**src/rtl/ha_serial_sched_if.sv**
```systemverilog
// Request/result bundle for the shared bit-serial adder scheduler.
// The master side drives requests and consumes results; the slave side is the scheduler.
interface ha_serial_sched_if #(
  parameter int W = 8
) ();
  logic [1:0]     req_valid;
  logic [2*W-1:0] req_a;
  logic [2*W-1:0] req_b;
  logic [1:0]     req_ready;
  logic           res_valid;
  logic           res_ready;
  logic [W-1:0]   res_sum;
  logic           res_cout;
  logic           res_id;
  logic           busy;

  modport slave (
    input  req_valid, req_a, req_b, res_ready,
    output req_ready, res_valid, res_sum, res_cout, res_id, busy
  );

  modport master (
    output req_valid, req_a, req_b, res_ready,
    input  req_ready, res_valid, res_sum, res_cout, res_id, busy
  );
endinterface

```
**src/rtl/ha_serial_sched.sv**
```systemverilog
// Round-robin scheduler sharing one bit-serial half-adder pair between two requesters.
// The sum is built LSB-first over W cycles and the result is handed off with valid/ready.
module ha_serial_sched #(
  parameter int W = 8
) (
  input logic               clk,
  input logic               rst,
  ha_serial_sched_if.slave  bus
);

  // state | meaning
  // IDLE  | arbitrate, pulse req_ready to the winner and capture its operands
  // RUN   | one sum bit per clock, LSB first, W cycles
  // DONE  | result valid, held until res_ready
  typedef enum logic [1:0] {IDLE, RUN, DONE} state_t;

  localparam int CW = 5;
  localparam logic [CW-1:0] CNT_LAST = CW'(W - 1);

  state_t        state, state_nx;
  logic [CW-1:0] cnt;
  logic [W-1:0]  a_sr, b_sr, sum_sr, sum_shift, sum_q;
  logic          carry, carry_nx, bit_s, ha1_s;
  logic          cout_q, id_q, last;
  logic          grant, accept, finish;
  logic [1:0]    req_ready_c;

  // A lone requester always wins; on a tie the one not served last wins.
  always_comb begin
    grant = bus.req_valid[1];
    if (bus.req_valid == 2'b11) grant = ~last;
  end

  assign ha1_s    = a_sr[0] ^ b_sr[0];
  assign bit_s    = ha1_s ^ carry;
  assign carry_nx = (a_sr[0] & b_sr[0]) | (ha1_s & carry);

  generate
    if (W == 1) begin : g_narrow
      assign sum_shift = bit_s;
    end else begin : g_wide
      assign sum_shift = {bit_s, sum_sr[W-1:1]};
    end
  endgenerate

  always_comb begin
    state_nx    = state;
    req_ready_c = 2'b00;
    accept      = 1'b0;
    finish      = 1'b0;
    case (state)
      IDLE: begin
        if (|bus.req_valid) begin
          req_ready_c = grant ? 2'b10 : 2'b01;
          accept      = 1'b1;
          state_nx    = RUN;
        end
      end
      RUN: begin
        if (cnt == CNT_LAST) begin
          finish   = 1'b1;
          state_nx = DONE;
        end
      end
      DONE: begin
        if (bus.res_ready) state_nx = IDLE;
      end
      default: state_nx = IDLE;
    endcase
  end

  always_ff @(posedge clk or posedge rst) begin
    if (rst) begin
      state <= IDLE;
    end else begin
      state <= state_nx;
    end
  end

  // The shift register is separate from the result register so res_sum stays put during the next op.
  always_ff @(posedge clk or posedge rst) begin
    if (rst) begin
      cnt    <= '0;
      a_sr   <= '0;
      b_sr   <= '0;
      sum_sr <= '0;
      carry  <= 1'b0;
      sum_q  <= '0;
      cout_q <= 1'b0;
      id_q   <= 1'b0;
      last   <= 1'b1;
    end else if (accept) begin
      a_sr   <= grant ? bus.req_a[2*W-1:W] : bus.req_a[W-1:0];
      b_sr   <= grant ? bus.req_b[2*W-1:W] : bus.req_b[W-1:0];
      sum_sr <= '0;
      carry  <= 1'b0;
      cnt    <= '0;
      id_q   <= grant;
      last   <= grant;
    end else if (state == RUN) begin
      a_sr   <= a_sr >> 1;
      b_sr   <= b_sr >> 1;
      sum_sr <= sum_shift;
      carry  <= carry_nx;
      cnt    <= cnt + 5'd1;
      if (finish) begin
        sum_q  <= sum_shift;
        cout_q <= carry_nx;
      end
    end
  end

  assign bus.req_ready = req_ready_c;
  assign bus.res_valid = (state == DONE);
  assign bus.busy      = (state != IDLE);
  assign bus.res_sum   = sum_q;
  assign bus.res_cout  = cout_q;
  assign bus.res_id    = id_q;

endmodule

```
**src/flat_wrapper.sv**
```systemverilog
// flat-port wrapper written by rule: the top's interface ports become plain ports
module ha_serial_sched_flat 
#(
  parameter int W = 8
)
  (clk, rst, bus_req_valid, bus_req_a, bus_req_b, bus_res_ready, bus_req_ready, bus_res_valid, bus_res_sum, bus_res_cout, bus_res_id, bus_busy);
  ha_serial_sched_if #(.W(W)) bus_i ();
  input logic clk;
  input logic rst;
  input wire logic [$bits(bus_i.req_valid)-1:0] bus_req_valid;
  input wire logic [$bits(bus_i.req_a)-1:0] bus_req_a;
  input wire logic [$bits(bus_i.req_b)-1:0] bus_req_b;
  input wire logic [$bits(bus_i.res_ready)-1:0] bus_res_ready;
  output wire logic [$bits(bus_i.req_ready)-1:0] bus_req_ready;
  output wire logic [$bits(bus_i.res_valid)-1:0] bus_res_valid;
  output wire logic [$bits(bus_i.res_sum)-1:0] bus_res_sum;
  output wire logic [$bits(bus_i.res_cout)-1:0] bus_res_cout;
  output wire logic [$bits(bus_i.res_id)-1:0] bus_res_id;
  output wire logic [$bits(bus_i.busy)-1:0] bus_busy;
  assign bus_i.req_valid = bus_req_valid;
  assign bus_i.req_a = bus_req_a;
  assign bus_i.req_b = bus_req_b;
  assign bus_i.res_ready = bus_res_ready;
  assign bus_req_ready = bus_i.req_ready;
  assign bus_res_valid = bus_i.res_valid;
  assign bus_res_sum = bus_i.res_sum;
  assign bus_res_cout = bus_i.res_cout;
  assign bus_res_id = bus_i.res_id;
  assign bus_busy = bus_i.busy;
  ha_serial_sched #(.W(W)) u_core (.clk(clk), .rst(rst), .bus(bus_i));
endmodule
```
**config.mk**
```make
export PLATFORM = sky130hd
export DESIGN_NAME = ha_serial_sched_flat
export DESIGN_NICKNAME = d
export VERILOG_FILES = /design/src/rtl/ha_serial_sched_if.sv /design/src/rtl/ha_serial_sched.sv /design/src/flat_wrapper.sv
export SDC_FILE = /design/constraint.sdc
export NUM_CORES = 1
export LEC_CHECK = 0
export BUFFER_PORTS_ARGS = -buffer_cell sky130_fd_sc_hd__buf_2
export CAP_MARGIN = 0
export CELL_PAD_IN_SITES_DETAIL_PLACEMENT = 0
export CELL_PAD_IN_SITES_GLOBAL_PLACEMENT = 2
export CORE_UTILIZATION = 31
export CTS_BUF_LIST = sky130_fd_sc_hd__clkbuf_8
export DETAILED_ROUTE_END_ITERATION = 10
export GPL_TIMING_DRIVEN = 0
export PLACE_DENSITY = 0.74
export SKIP_LAST_GASP = 1
export SLEW_MARGIN = 5
export SYNTH_ARGS = -nofsm -noshare
export SYNTH_HDL_FRONTEND = slang
export SYNTH_SLANG_ARGS = --single-unit
```
**constraint.sdc**
```tcl
create_clock -name clk -period 1.5 [get_ports clk]
set_clock_uncertainty 0.15 [all_clocks]
set_input_delay 0.3 -clock clk [delete_from_list [all_inputs] [get_ports clk]]
set_output_delay 0.3 -clock clk [all_outputs]
set_load 0.02 [all_outputs]
```
Word-level counts from Yosys, hierarchy flattened
Index checks and enable logic that the tools add are counted.

storage, ports and cells
  input port bits = 37
  output and inout port bits = 14
  flip-flop bits (word level) = 43
  logic and storage cells = 55

operators by class
  equality and inequality tests = 7
  bitwise gates (word level) = 7
  add/sub/neg operators = 1
  muxes and demuxes = 24
  reductions and logical operators = 6

operators with widths
  operator             count
  $mux 8               8
  $mux 2               6
  $mux 5               2
  $mux 1               7
  $pmux 2 s3           1
  $reduce_and 3->1     2
  $add 5x1->5 const B  1
  $eq 5x3->1 const B   1
  $eq 2x2->1 const B   2
  $ne 2x1->1 const B   2
  $reduce_bool 2->1    2
  $and 1x1->1          2
  $eq 2x1->1 const B   1
  $logic_not 2->1      1
  $ne 2x2->1 const B   1
  $not 1->1            2
  $reduce_or 2->1      1
  $xor 1x1->1          2
  $or 1x1->1           1

Depth between registers and ports, before layout
  depth in word-level cells = 5
  gate-level depth with buffers = 5
  gate-level depth less buffers = 4

Worst setup path after synthesis
No wires, ideal clock.

  path kind = register to register
  start point = register u_core.cnt[0]
  end point = register u_core.cout_q, in the netlist u_core.bus.res_cout
  setup slack = -0.069 ns
  buffers on the path = 0
  required time = 1.222 ns
  setup time = 0.128 ns
  clock period less this slack = 1.569 ns
  arrival time = 1.291 ns
  cell stages (with the launch flop) = 5
  cells stage by stage = dfrtp_1 ha_1 and4bb_2 nand2_4 mux2_1

on the way
  longest elaborated chain between the ends = 4

ends and longest elaborated chain
  what                               RTL line                text
  start, declared                    ha_serial_sched.sv:21   logic [CW-1:0] cnt;
  start signal, assigned             ha_serial_sched.sv:105  cnt <= cnt + 5'd1;
  $eq 5x3->1                         ha_serial_sched.sv:60   if (cnt == CNT_LAST) begin
  $mux 1                             ha_serial_sched.sv:60
  $mux 1                             ha_serial_sched.sv:51   case (state)
  $reduce_and 3->1 (no source line)  --
  end signal, assigned               ha_serial_sched.sv:108  cout_q <= carry_nx;
  end, declared                      ha_serial_sched.sv:24   logic cout_q, id_q, last;

Every way passes these cells.
A chain may end at the register's enable or synchronous reset.

Final worst setup path
  start point = register u_core.state[0]
  end point = output port bus_req_ready[1]

on the way
  longest elaborated chain between the ends = 2

ends and longest elaborated chain
  what                    RTL line               text
  start, declared         ha_serial_sched.sv:20  state_t state, state_nx;
  start signal, assigned  ha_serial_sched.sv:76  state <= state_nx;
  $logic_not 2->1         ha_serial_sched.sv:51
  $mux 2                  ha_serial_sched.sv:51
  end, declared           flat_wrapper.sv:14     output wire logic [$bits(bus_i.req_ready)-1:0] bus_req_ready;

Every way passes these cells.

==> results summary <==
For the worst setup path, the data arrival time is 1370 ps. The CTS clock-pin slew for the worst setup and hold paths came out at ~90 ps. Walking the worst path, the cells encountered are buf_6 > a211oi_4 > and2_4 > buf_6. The via count of the first global-routing pass came out at 2092.

The worst pin sits at a relative slew slack of 67.0%. Sorting the synthesized cells by area gives the leading types as sky130_fd_sc_hd__dfrtp_1 (49%), sky130_fd_sc_hd__a32oi_1 (5.8%), sky130_fd_sc_hd__mux2_1 (4.8%). Summed over all nets, the switching power comes to 2460 uW. The worst ir drop on vdd is 0.000770 V. The clock insertion delay at the later pin of the skew report came out at roughly 300 ps. The power density normalized to cell area is 1930 nW/um2. The clock period minus worst slack is 1820 ps. STA classifies the critical path startpoint as a flop. Once detailed placement completed, the half-perimeter wirelength came to about 3900 um. The clock tree synthesis step divided the H-tree into 2 levels. The critical path launch point is u_core.state[0].

The die covers 7130 um2. The total overflow reported by the global router is 0. The clock net in this run drives a total of 42 sinks. The worst path uses 121% of the clock period. The number of iterations in the first detailed-routing pass is 9. The first-pass GRT wire length came out at 10400 um.

In this design, the critical path's most frequently occurring cell is sky130_fd_sc_hd__buf_6. The most common cell in the synthesized netlist is sky130_fd_sc_hd__dfrtp_1. The proportion of netlist area held by the largest area contributor came out at 48.7%. The core region is 6460 um2. The synthesized area per cell came out at roughly 11 um2. The diode insertion count for antenna repair is 0. The number of antenna violations at the first check in global routing is 0.

The run finished, with violations left. Based on the critical path, the design can be clocked at up to 0.549 GHz. The slew of the pin with the lowest slew margin came out at approximately 500 ps. The sum of negative setup slack is -5530 ps. The family with the most delay on the worst path is flip-flops. TritonCTS built the clock tree. The peak per-stage delay on the critical path came out at 460 ps. The count of nets after finishing is between 300 and 400. The hold path startpoint is bus_res_ready. The switching portion of total power is around two fifths. The cell with the biggest individual delay on the critical path is sky130_fd_sc_hd__dfrtp_2. The largest total area in the synthesized netlist belongs to sky130_fd_sc_hd__dfrtp_1. The final-layout worst hold slack came out at 9.58 ps.

The number of input and output port buffers inserted is 49. The number of cell rows is 29. The number of violations reported at the end of detailed-routing iteration 0 came out at 136. The internal power summed over all cells came out at 3960 uW.

The area of the mapped netlist came out at 2110 um2. The number of buffers on the longest clock path is 2. The number of distinct library cells after synthesis is 38. After layout, the worst setup slack is -322 ps. Entering global routing, the biggest net connects 23 pins. Once placement completed, the tool counted placed cells totaling 326. For this configuration, the core starts out at a cell density of between 30% and 40%. The synthesized netlist net count is 238. Across the run, the number of max-cap violations was 0. The share of async-settable or async-resettable flops after synthesis came out at 100%. For this block, the routed nets add up to 6530 um of wire.

The total placed instance area came out at 2480 um2. In the synthesized netlist, the cells that appear most often are sky130_fd_sc_hd__dfrtp_1 (41), sky130_fd_sc_hd__nand2_1 (19), sky130_fd_sc_hd__o21ai_0 (16). The clock network power share came out at 14.4%. The tree is rooted in a sky130_fd_sc_hd__clkbuf_8. The final RePlAce weighted congestion came out at between 0.7 and 0.8. Relative to the synthesized area, the layout overhead comes to 57.5%. The final core utilization is between 50% and 60%. The overall fraction of global-route tracks in use came out at 18.8%. The via count of the routed design is between 1500 and 2000. For this run, the leading register cell type out of synthesis is sky130_fd_sc_hd__dfrtp_1.

The final-report max-slew violation count came to 0. The number of warnings issued by yosys came out at 0. The sequential-to-total area share from yosys stat is between 40% and 50%.

The checks that failed: design-rule violations, negative setup slack. The number of I/O pins came out at 51. The portion of total power attributed to sequential cells is around a third. The critical path endpoint category is an output pin. The flop and latch count out of synthesis came out at 42. The floorplan die width is 84.4 um. After detailed routing, the number of vias per cell comes to ~5.3.

The DRC violation count after routing is 1. The leakage power is 0.00153 uW. The combined buffer and inverter count along the critical path came out at 2. The cell count after synthesis is slightly below 200.

The fraction of final layout cells with drive strength greater than 1 is roughly three fifths. The worst setup path is of the flop to output pin kind. The number of standard cells in the final layout excluding fillers is between 300 and 400. For flop-to-flop paths, the worst setup slack is -200 ps.

The number of flops mapped to enable cells by yosys came out at 0. The tightest min-delay check is of the input port to flop type. In this run the worst path has a maximum fanout of 4. Setup repair after global routing could not meet its margin everywhere. The number of failing hold endpoints at the final stage is 0. The number of clock buffers added by TritonCTS is 5.

Measured along the y axis, the die boundary spans 84.4 um. The summed area of non-filler cells in the final layout is 3320 um2. STA puts the critical path data required time at 1050 ps.

In this run the critical register-to-register path is launched from u_core.state[0]. The remaining number of nets flagged by the antenna check after routing came out at 0. The final count of negative-setup-slack endpoints is 41. Combinational logic is responsible for 53.9% of the overall power.

In the final routed layout, each cell accounts on average for 17.8 um.
-- registers in the layout, summed over array words and instances (netlist names) --
register,cells
u_core.a_sr,8
u_core.b_sr,8
u_core.bus.res_cout,1
u_core.bus.res_id,1
u_core.bus.res_sum,8
u_core.carry,1
u_core.cnt,5
u_core.last,1
u_core.state,2
u_core.sum_sr,7
-- per-layer routing --
| layer | GRT usage (%) | up-vias | share of wire [%] |
|---|---|---|---|
| li1 | - | 924 | - |
| met1 | 26.3 | 976 | 47 |
| met2 | 29.5 | 45 | 48 |
| met3 | 2.56 | 12 | 2.6 |
| met4 | 7.70 | 0 | 2.1 |
| met5 | 0 | - | 0 |
-- layout make-up --
class	count	area (um2)
buffer	14	134
clock buffer	5	68.8
clock inverter	3	43.8
fill	596	3140
inverter	14	52.6
multi-input combinational	130	1230
sequential	42	1050
tap	77	96.3
timing repair buffer	82	643
-- cells by family after synthesis --
| logic type | after synthesis | share of synthesized area (%) |
|---|---|---|
| flip-flops | 42 | 49.9 |
| multiplexers | 11 | 5.76 |
| buffers and inverters | 29 | 6.95 |
| AND/OR/NAND/NOR | 61 | 16.6 |
| AO/OA/AOI/OAI | 54 | 19.2 |
| adder cells (fa/ha/maj) | 2 | 1.54 |
-- path summary, 6_finish.rpt --
path                                         end  depth (start not counted)
worst max-delay path            bus_req_ready[1]                          4
worst min-delay path             u_core.state[1]                          2
worst max register to register    u_core.a_sr[5]                          7
worst min register to register     u_core.cnt[4]                          1
max in group asynchronous            u_core.last                          4
min in group asynchronous        u_core.state[1]                          3
-- per-stage QoR --
stage                     setup WS (ps)  total power [uW]
after floorplan                   -16.2              3380
after global placement             -601              3950
after detailed placement           -290              3990
after CTS                          -286              5890
after global routing               -360              6790
final                              -322              6420
-- power by group through the flow --
stage | logic [uW] | clock network [uW] | registers [uW]
floorplan | 1330 | 0 | 2050
global placement | 1970 | 0 | 1970
detailed placement | 2010 | 0 | 1980
CTS | 2960 | 940 | 1990
global route | 3710 | 993 | 2090
finish | 3460 | 926 | 2030
-- repair_timing --
action / 4_1_cts / 5_1_grt
buffers inserted: 28 / 1
pin swaps: 37 / 14
hold buffers: 1 / 0
endpoints found under the setup margin: 39 / 44
gates resized for setup: 76 / 48
gates cloned: 4 / 2
hold endpoints to repair: 20 / 0
-- placed cells by master, fill, tap and decap left out, drive strengths merged --
cell type / instances
fa: 1
inv: 15
ha: 1
and3: 3
dfstp: 1
nor2: 5
a21o: 2
and2b: 1
clkinv: 1
dlygate4sd3: 1
dfrtp: 41
o21ai: 17
nand4: 13
nand2b: 3
or2: 1
nand3: 11
and4bb: 1
clkbuf: 8
nor2b: 1
a211oi: 12
mux2: 9
buf: 92
a221o: 2
bufinv: 1
a311oi: 3
nor3: 1
nand2: 21
a2bb2oi: 3
nor3b: 1
mux2i: 2
and2: 1
o31ai: 1
a32oi: 14
No activity file was read; power rests on OpenSTA's default activity.
